<file path="src/rtl/pcie_tl_pkg.sv">
// Shared widths, thresholds and in-flight payload type for the final arbitration stage.
package pcie_tl_pkg;

    localparam int unsigned DATA_WIDTH      = 6;
    localparam int unsigned ADDRESS_WIDTH   = 2;
    localparam int unsigned ROUTE_BIT       = 4;
    localparam int unsigned ALMOST_FULL_TH  = 3;
    localparam int unsigned ALMOST_EMPTY_TH = 1;

    // Which virtual channel the word in flight was read from.
    typedef enum logic {
        SRC_VC0 = 1'b0,
        SRC_VC1 = 1'b1
    } vc_src_e;

    // Read issued last cycle; the VC data port carries its word this cycle.
    typedef struct packed {
        logic    valid;
        vc_src_e src;
    } inflight_t;

endpackage

</file>
<file path="src/rtl/fifo_dest.sv">
// Destination FIFO: 4-deep, registered read port, registered status flags, sticky error.
module fifo_dest #(
    parameter int unsigned DATA_WIDTH    = pcie_tl_pkg::DATA_WIDTH,
    parameter int unsigned ADDRESS_WIDTH = pcie_tl_pkg::ADDRESS_WIDTH
) (
    input  logic                  clk,
    input  logic                  reset,
    input  logic                  push,
    input  logic [DATA_WIDTH-1:0] push_data,
    input  logic                  pop,
    output logic [DATA_WIDTH-1:0] data_out,
    output logic                  full,
    output logic                  empty,
    output logic                  almost_full,
    output logic                  almost_empty,
    output logic                  error
);

    localparam int unsigned DEPTH = 2 ** ADDRESS_WIDTH;
    localparam int unsigned CW    = ADDRESS_WIDTH + 1;

    logic [DATA_WIDTH-1:0]    mem [DEPTH];
    logic [ADDRESS_WIDTH-1:0] wr_ptr;
    logic [ADDRESS_WIDTH-1:0] rd_ptr;
    logic [CW-1:0]            count;
    logic [CW-1:0]            count_nxt;
    logic                     is_full;
    logic                     is_empty;
    logic                     do_push;
    logic                     do_pop;
    logic                     err_evt;

    // Accept/reject decisions and next occupancy; a pop frees the slot a same-cycle push needs.
    always_comb begin
        is_full   = (count == CW'(DEPTH));
        is_empty  = (count == '0);
        do_pop    = pop && !is_empty;
        do_push   = push && (!is_full || do_pop);
        err_evt   = (push && is_full && !pop) || (pop && is_empty);
        count_nxt = count;
        if (do_push && !do_pop) begin
            count_nxt = count + CW'(1);
        end else if (!do_push && do_pop) begin
            count_nxt = count - CW'(1);
        end
    end

    // Storage array; holds no reset so it maps onto plain flops or a small RAM.
    always_ff @(posedge clk) begin
        if (do_push) begin
            mem[wr_ptr] <= push_data;
        end
    end

    // Pointers, occupancy, read register and flags derived from next occupancy.
    always_ff @(posedge clk or posedge reset) begin
        if (reset) begin
            wr_ptr       <= '0;
            rd_ptr       <= '0;
            count        <= '0;
            data_out     <= '0;
            full         <= 1'b0;
            empty        <= 1'b1;
            almost_full  <= 1'b0;
            almost_empty <= 1'b0;
            error        <= 1'b0;
        end else begin
            if (do_push) begin
                wr_ptr <= wr_ptr + ADDRESS_WIDTH'(1);
            end
            if (do_pop) begin
                data_out <= mem[rd_ptr];
                rd_ptr   <= rd_ptr + ADDRESS_WIDTH'(1);
            end
            count        <= count_nxt;
            full         <= (count_nxt == CW'(DEPTH));
            empty        <= (count_nxt == '0);
            almost_full  <= (count_nxt >= CW'(pcie_tl_pkg::ALMOST_FULL_TH));
            almost_empty <= (count_nxt == CW'(pcie_tl_pkg::ALMOST_EMPTY_TH));
            if (err_evt) begin
                error <= 1'b1;
            end
        end
    end

endmodule

</file>
<file path="src/rtl/final_logic.sv">
// Final stage: strict-priority VC arbiter feeding two destination FIFOs routed on a header bit.
module final_logic #(
    parameter int unsigned DATA_WIDTH    = pcie_tl_pkg::DATA_WIDTH,
    parameter int unsigned ADDRESS_WIDTH = pcie_tl_pkg::ADDRESS_WIDTH
) (
    input  logic                  clk,
    input  logic                  reset,
    input  logic [DATA_WIDTH-1:0] data_out_VC0,
    input  logic                  empty_fifo_VC0,
    input  logic [DATA_WIDTH-1:0] data_out_VC1,
    input  logic                  empty_fifo_VC1,
    input  logic                  pop_D0,
    input  logic                  pop_D1,
    output logic                  pop_VC0_fifo,
    output logic                  pop_VC1_fifo,
    output logic [DATA_WIDTH-1:0] data_out_D0,
    output logic [DATA_WIDTH-1:0] data_out_D1,
    output logic                  full_D0,
    output logic                  empty_D0,
    output logic                  almost_full_D0,
    output logic                  almost_empty_D0,
    output logic                  error_D0,
    output logic                  full_D1,
    output logic                  empty_D1,
    output logic                  almost_full_D1,
    output logic                  almost_empty_D1,
    output logic                  error_D1
);

    pcie_tl_pkg::inflight_t inflight;
    logic                   pause;
    logic [DATA_WIDTH-1:0]  push_word;
    logic                   push_d0;
    logic                   push_d1;

    // Arbiter: VC0 wins; stall while either destination could overflow with one word in flight.
    always_comb begin
        pause        = almost_full_D0 | almost_full_D1;
        pop_VC0_fifo = !reset && !empty_fifo_VC0 && !pause;
        pop_VC1_fifo = !reset && empty_fifo_VC0 && !empty_fifo_VC1 && !pause;
    end

    // Remember which VC was read so its data can be captured one cycle later.
    always_ff @(posedge clk or posedge reset) begin
        if (reset) begin
            inflight <= '{valid: 1'b0, src: pcie_tl_pkg::SRC_VC0};
        end else begin
            inflight.valid <= pop_VC0_fifo | pop_VC1_fifo;
            inflight.src   <= pop_VC1_fifo ? pcie_tl_pkg::SRC_VC1 : pcie_tl_pkg::SRC_VC0;
        end
    end

    // Router: select the returning word and steer it by its route bit.
    always_comb begin
        push_word = (inflight.src == pcie_tl_pkg::SRC_VC1) ? data_out_VC1 : data_out_VC0;
        push_d0   = inflight.valid && !push_word[pcie_tl_pkg::ROUTE_BIT];
        push_d1   = inflight.valid && push_word[pcie_tl_pkg::ROUTE_BIT];
    end

    fifo_dest #(
        .DATA_WIDTH    (DATA_WIDTH),
        .ADDRESS_WIDTH (ADDRESS_WIDTH)
    ) u_fifo_d0 (
        .clk          (clk),
        .reset        (reset),
        .push         (push_d0),
        .push_data    (push_word),
        .pop          (pop_D0),
        .data_out     (data_out_D0),
        .full         (full_D0),
        .empty        (empty_D0),
        .almost_full  (almost_full_D0),
        .almost_empty (almost_empty_D0),
        .error        (error_D0)
    );

    fifo_dest #(
        .DATA_WIDTH    (DATA_WIDTH),
        .ADDRESS_WIDTH (ADDRESS_WIDTH)
    ) u_fifo_d1 (
        .clk          (clk),
        .reset        (reset),
        .push         (push_d1),
        .push_data    (push_word),
        .pop          (pop_D1),
        .data_out     (data_out_D1),
        .full         (full_D1),
        .empty        (empty_D1),
        .almost_full  (almost_full_D1),
        .almost_empty (almost_empty_D1),
        .error        (error_D1)
    );

endmodule

</file>
<file path="config.mk">
export PLATFORM = sky130hd
export DESIGN_NAME = final_logic
export DESIGN_NICKNAME = d
export VERILOG_FILES = /design/src/rtl/pcie_tl_pkg.sv /design/src/rtl/fifo_dest.sv /design/src/rtl/final_logic.sv
export SDC_FILE = /design/constraint.sdc
export NUM_CORES = 1
export LEC_CHECK = 0
export CAP_MARGIN = 10
export CELL_PAD_IN_SITES_DETAIL_PLACEMENT = 1
export CELL_PAD_IN_SITES_GLOBAL_PLACEMENT = 1
export CORE_UTILIZATION = 51
export CTS_CLUSTER_DIAMETER = 100
export DETAILED_ROUTE_END_ITERATION = 7
export PLACE_DENSITY_LB_ADDON = 0.1
export SLEW_MARGIN = 20
export SYNTH_ARGS = -nofsm -noshare
export SYNTH_HDL_FRONTEND = slang
export SYNTH_HIERARCHICAL = 1
export SYNTH_SLANG_ARGS = --single-unit
</file>
<file path="constraint.sdc">
create_clock -name clk -period 5.6 [get_ports clk]
set_input_delay 1.12 -clock clk [delete_from_list [all_inputs] [get_ports clk]]
set_output_delay 1.12 -clock clk [all_outputs]
set_load 0.01 [all_outputs]
</file>
# Word-level counts from Yosys, hierarchy flattened
# Memory sizes are Yosys's and may differ from the RTL's. A register that Yosys moved wholly into a read port is not among the register bits.
# Index checks and enable logic that the tools add are counted.
[classes]
addsub = 8
n_lt_le_gt_ge = 2
eq_ne = 6
n_mux = 10
bitwise_logic = 2
n_reduce_logical = 44
[ops]
columns = ["cell", "count"]
rows = [
  ["logical AND 1 bit", 21],
  ["logical NOT 1 bit", 15],
  ["== test 3 bit, second input constant", 4],
  ["logical NOT 3 bit", 4],
  ["two-way mux 3 bit", 4],
  ["adder 2 x 1 -> 2 bit, second input constant", 4],
  ["adder 3 x 1 -> 3 bit, second input constant", 2],
  ["== test 3 x 1 -> 1 bit, second input constant", 2],
  ["greater-or-equal comparator 3 x 2 -> 1 bit, second input constant", 2],
  ["two-way mux 6 bit", 1],
  ["subtractor 3 x 1 -> 3 bit, second input constant", 2],
  ["two-way mux 1 bit", 5],
  ["logical OR 1 bit", 4],
  ["bitwise OR 1 bit", 2],
]
[word_totals]
reg_bits = 26
ramBits = 48
input_bits = 18
word_cells = 92
memories = 2
[memory_table]
columns = ["memory", "depth", "width", "read_ports", "rd_ports_with_merged_regs", "write_ports", "line_no", "source"]
rows = [
  ["u_fifo_d0.mem", 4, 6, 1, 1, 1, "fifo_dest.sv:22", "logic [DATA_WIDTH-1:0] mem [DEPTH];"],
  ["u_fifo_d1.mem", 4, 6, 1, 1, 1, "fifo_dest.sv:22", ""],
]

# Longest topological paths before layout
[depth]
depth_word = 10
mapped_depth = 9

# Cells and area by module
# Netlist, hierarchy kept.
[modules_own_cells]
columns = ["module", "instances", "cells_each", "area_each_um2", "seq_area_each_um2"]
rows = [
  ["fifo_dest (u_fifo_d0)", 1, 113, 1865.5, 1172.4],
  ["fifo_dest (u_fifo_d1)", 1, 114, 1790.5, 1172.4],
  ["final_logic", 1, 17, 173.9, 50.0],
]

# Worst setup path after synthesis
# No wires, ideal clock.
[synth_path]
kind = "in2out"
start = "input reset"
end = "output pop_VC1_fifo"
arrival_time_ns = 1.751
t_required_ns = 4.480
path_slack_ns = 2.729
cell_stages = 2
cell_sequence = "or3_4 -> nor3b_2"
[synth_between]
elab_chain_cells = 4
[synth_lines]
columns = ["item", "line_no", "source"]
rows = [
  ["from (decl)", "final_logic.sv:7", "input logic reset,"],
  ["logical NOT 1 bit (no source line)", "--", ""],
  ["logical AND 1 bit (3 in a row)", "final_logic.sv:40", "pop_VC1_fifo = !reset && empty_fifo_VC0 && !empty_fifo_VC1 && !pause;"],
  ["to (decl)", "final_logic.sv:15", "output logic pop_VC1_fifo,"],
]
# No other way between the ends.

# Final worst setup path
# Same ends and word-level chain as after synthesis.

==> flow_metrics.tcl <==
set metrics [dict create \
    status "finished, final reports clean" \
    yosys-top-cells-count "edfxtp_1, dfrtp_1, inv_1" \
    setup_viol 0 \
    seq_power_share_pct 44.4 \
    synth_top_family_by_area "multiplexers" \
    grt_max_degree 19 \
    switching_power_w 0.0006498 \
    min_path_type "reg2reg" \
    synthMostInstantiatedCell "edfxtp_1" \
    worstMarginPinSlew_ps 743.0 \
    drcViolationCount 0 \
    setup_tns_ps 0 \
    synth_area_leaders "edfxtp_1, dfrtp_1, mux2_2, ha_1, mux4_2" \
    nFillCells 704 \
    dieWidth_um 88.66 \
    io_pins 42 \
    maxCapViolCount 0 \
    synth.avg_cell_area_um2 15.70 \
    timing.hold.ws_ps 465.6 \
    worst-endpoint-arrival_ps 2760 \
    synth_nets 276 \
    synth-seq-cells 86 \
    whs_path_depth 1 \
    grt_antenna_before_repair 0 \
    clk_latency_ps 340 \
    power.total_w 0.002100 \
    synth_xor_area_share_pct 1.797 \
    synth_area_um2 3830 \
    slew_violations 0 \
    grt_use_total_pct 19.85 \
    synth.area.mux_share_pct 13.33 \
    crit_path_end_kind "output pin" \
    rsz0062_at_grt "false" \
    synth_compound_area_share_pct 5.848 \
    antenna_left 0 \
    fin_util_pct 62.26 \
    start_util_pct 52.80 \
    port_buffers 41 \
    crit_path_max_fanout 4 \
    p_comb_share_pct 32.9 \
    relSlewSlack_pct 50.42 \
    synth_edf_count 48 \
    synthAdderAreaFrac_pct 4.574 \
    gp_congestion 0.6891 \
    min_period_over_period_pct 69.32 \
    skew_ps 7.286 \
    reg2regPathDepth 4 \
    swShare_pct 30.94 \
    antenna_cells 0 \
    yosysSeqAreaShare_pct 62.53 \
    drt-vias-per-instance 5.387 \
    grt_pass1_wl_mm 11.13 \
    p_leak_nw 1.716 \
    dieArea_um2 7861 \
    cp.required_ps 4480 \
    synth_top_area_cell "edfxtp_1" \
    die_h_um 88.66 \
    p_per_area_nw_per_um2 465.1 \
    wl_per_cell_um 17.86 \
    synthArstFlopShare_pct 44.19 \
    dp_hpwl_mm 5.010 \
    vias 2101 \
    drt_iter0_drc 64 \
    internal-power_w 0.001450 \
    synth_top_area_share_pct 37.63 \
    vdd_drop_max_mv 0.3226 \
    path_clk_slew_ps 80 \
    clkSinkCount 86 \
    synth-simple-area-share_pct 8.331 \
    synth_cells 244 \
    syn2layout_area_growth_pct 17.90 \
    grt_pass1_vias 2205 \
    row_count 31 \
    path_class "in2out" \
    pwr-share-clk_pct 22.6 \
    tritoncts "done" \
    fp.coreArea_um2 7253 \
    firstDrtPassIters 4 \
    finalCriticalPeriod_ps 3882 \
    fmax_ghz 0.2576 \
    ys.flop_type "edfxtp_1" \
    layout-drive-gt1-share_pct 18.21 \
    wirelength_mm 6.967 \
    yosysUniqueCellTypes 50 \
    nets 318 \
    cts_setup_buffers 0 \
    grt_overflow 0 \
    cts_root_buffer "clkbuf_8" \
    cp-start-kind "primary input" \
    cts_inserted_buffers 9 \
    hold_buffers 0 \
    clock_path_buffers 2 \
    yosys_warnings 6 \
    hold_viol_final 0 \
    cts_max_level 3 \
    post_cts_resized 0 \
]
sequential cells by signal, indices dropped and copies added (netlist names), 2 cells and up:
name	count
inflight	2
u_fifo_d0/count	3
u_fifo_d0/data_out	6
u_fifo_d0/mem	24
u_fifo_d0/rd_ptr	2
u_fifo_d0/wr_ptr	2
u_fifo_d1/count	3
u_fifo_d1/data_out	6
u_fifo_d1/mem	24
u_fifo_d1/rd_ptr	2
u_fifo_d1/wr_ptr	2
layout make-up:
| class | count | area [um2] | share of cell area [%] |
|---|---|---|---|
| clock inverters | 6 | 93.84 | 2.078 |
| clock buffers | 10 | 127.6 | 2.826 |
| well taps | 99 | 123.9 | 2.743 |
| repair buffers | 41 | 410.4 | 9.088 |
| multi-input cells | 130 | 1297 | 28.73 |
| inverters | 18 | 67.56 | 1.496 |
| flip-flops and latches | 86 | 2395 | 53.03 |
per-layer routing:
layer / vias up / part of all wire, % / GRT usage (%)
li1: 980 / - / -
met1: 1052 / 46 / 26.70
met4: 0 / 1.0 / 5.718
met3: 7 / 4.7 / 5.504
met2: 62 / 48 / 31.89
met5: - / 0 / 0
critical path: stages:
cell and delay, ps:
clkdlybuf4s50_1 460, or3_4 420, nor3b_2 190, clkdlybuf4s50_1 570
metrics by stage:
step | setup slack (ps) | area, um2 | std cells
final | 1718 | 4516 | 390
after floorplan | 2729 | 3830 | 244
after global placement | 1751 | 4294 | 374
after global routing | 1667 | 4516 | 390
after detailed placement | 1719 | 4294 | 374
after CTS | 1718 | 4516 | 390
power groups by stage:
stage | registers, W | logic (W) | clock network (W)
2_1_floorplan | 0.000916 | 0.000476 | 0
3_3_place_gp | 0.000941 | 0.000673 | 0
3_5_place_dp | 0.000950 | 0.000697 | 0
4_1_cts | 0.000937 | 0.000701 | 0.000493
5_1_grt | 0.000956 | 0.000768 | 0.000518
6_report | 0.000933 | 0.000692 | 0.000476
logic make-up (layout without fill, tap and decap cells):
kind of cell,after synthesis,count (layout)
buf+inv,28,75
mux,32,32
xor+xnor,7,7
fa+ha+maj,14,14
compound gates,29,29
flops,86,86
simple gates,48,48
final timing paths:
| kind | startpoint | endpoint | slack [ps] |
|---|---|---|---|
| max in group asynchronous | reset | u_fifo_d0/rd_ptr[0] | 3840 |
| worst min-delay path | u_fifo_d0/error | u_fifo_d0/error | 470 |
| worst max-delay path | reset | pop_VC1_fifo | 1720 |
| worst max register to register | inflight[0] | u_fifo_d1/mem[3][1] | 3060 |
| worst min register to register | u_fifo_d0/error | u_fifo_d0/error | 470 |
| min in group asynchronous | reset | inflight[0] | 1010 |
placed cells by master (no fill, tap or decap), types with 2 or more instances in the layout:
cell type	n
nand2b_1	2
ha_1	14
nand2_1	7
and2_1	12
nand3b_1	2
nand3_1	3
a32oi_1	2
a21o_1	3
mux4_1	5
nor2_1	4
nor2b_1	4
clkbuf_8	9
dfrtp_1	36
a21boi_1	2
inv_1	18
o211ai_1	2
nor3b_1	2
mux2i_1	3
clkdlybuf4s50_1	41
mux4_2	7
bufinv_16	2
nor3b_2	2
a21oi_1	2
xnor2_1	6
a211oi_1	3
inv_6	2
mux2_2	17
o21ai_0	5
dfstp_2	2
edfxtp_1	48
or3_4	2
Power figures use the tool's default switching activity.
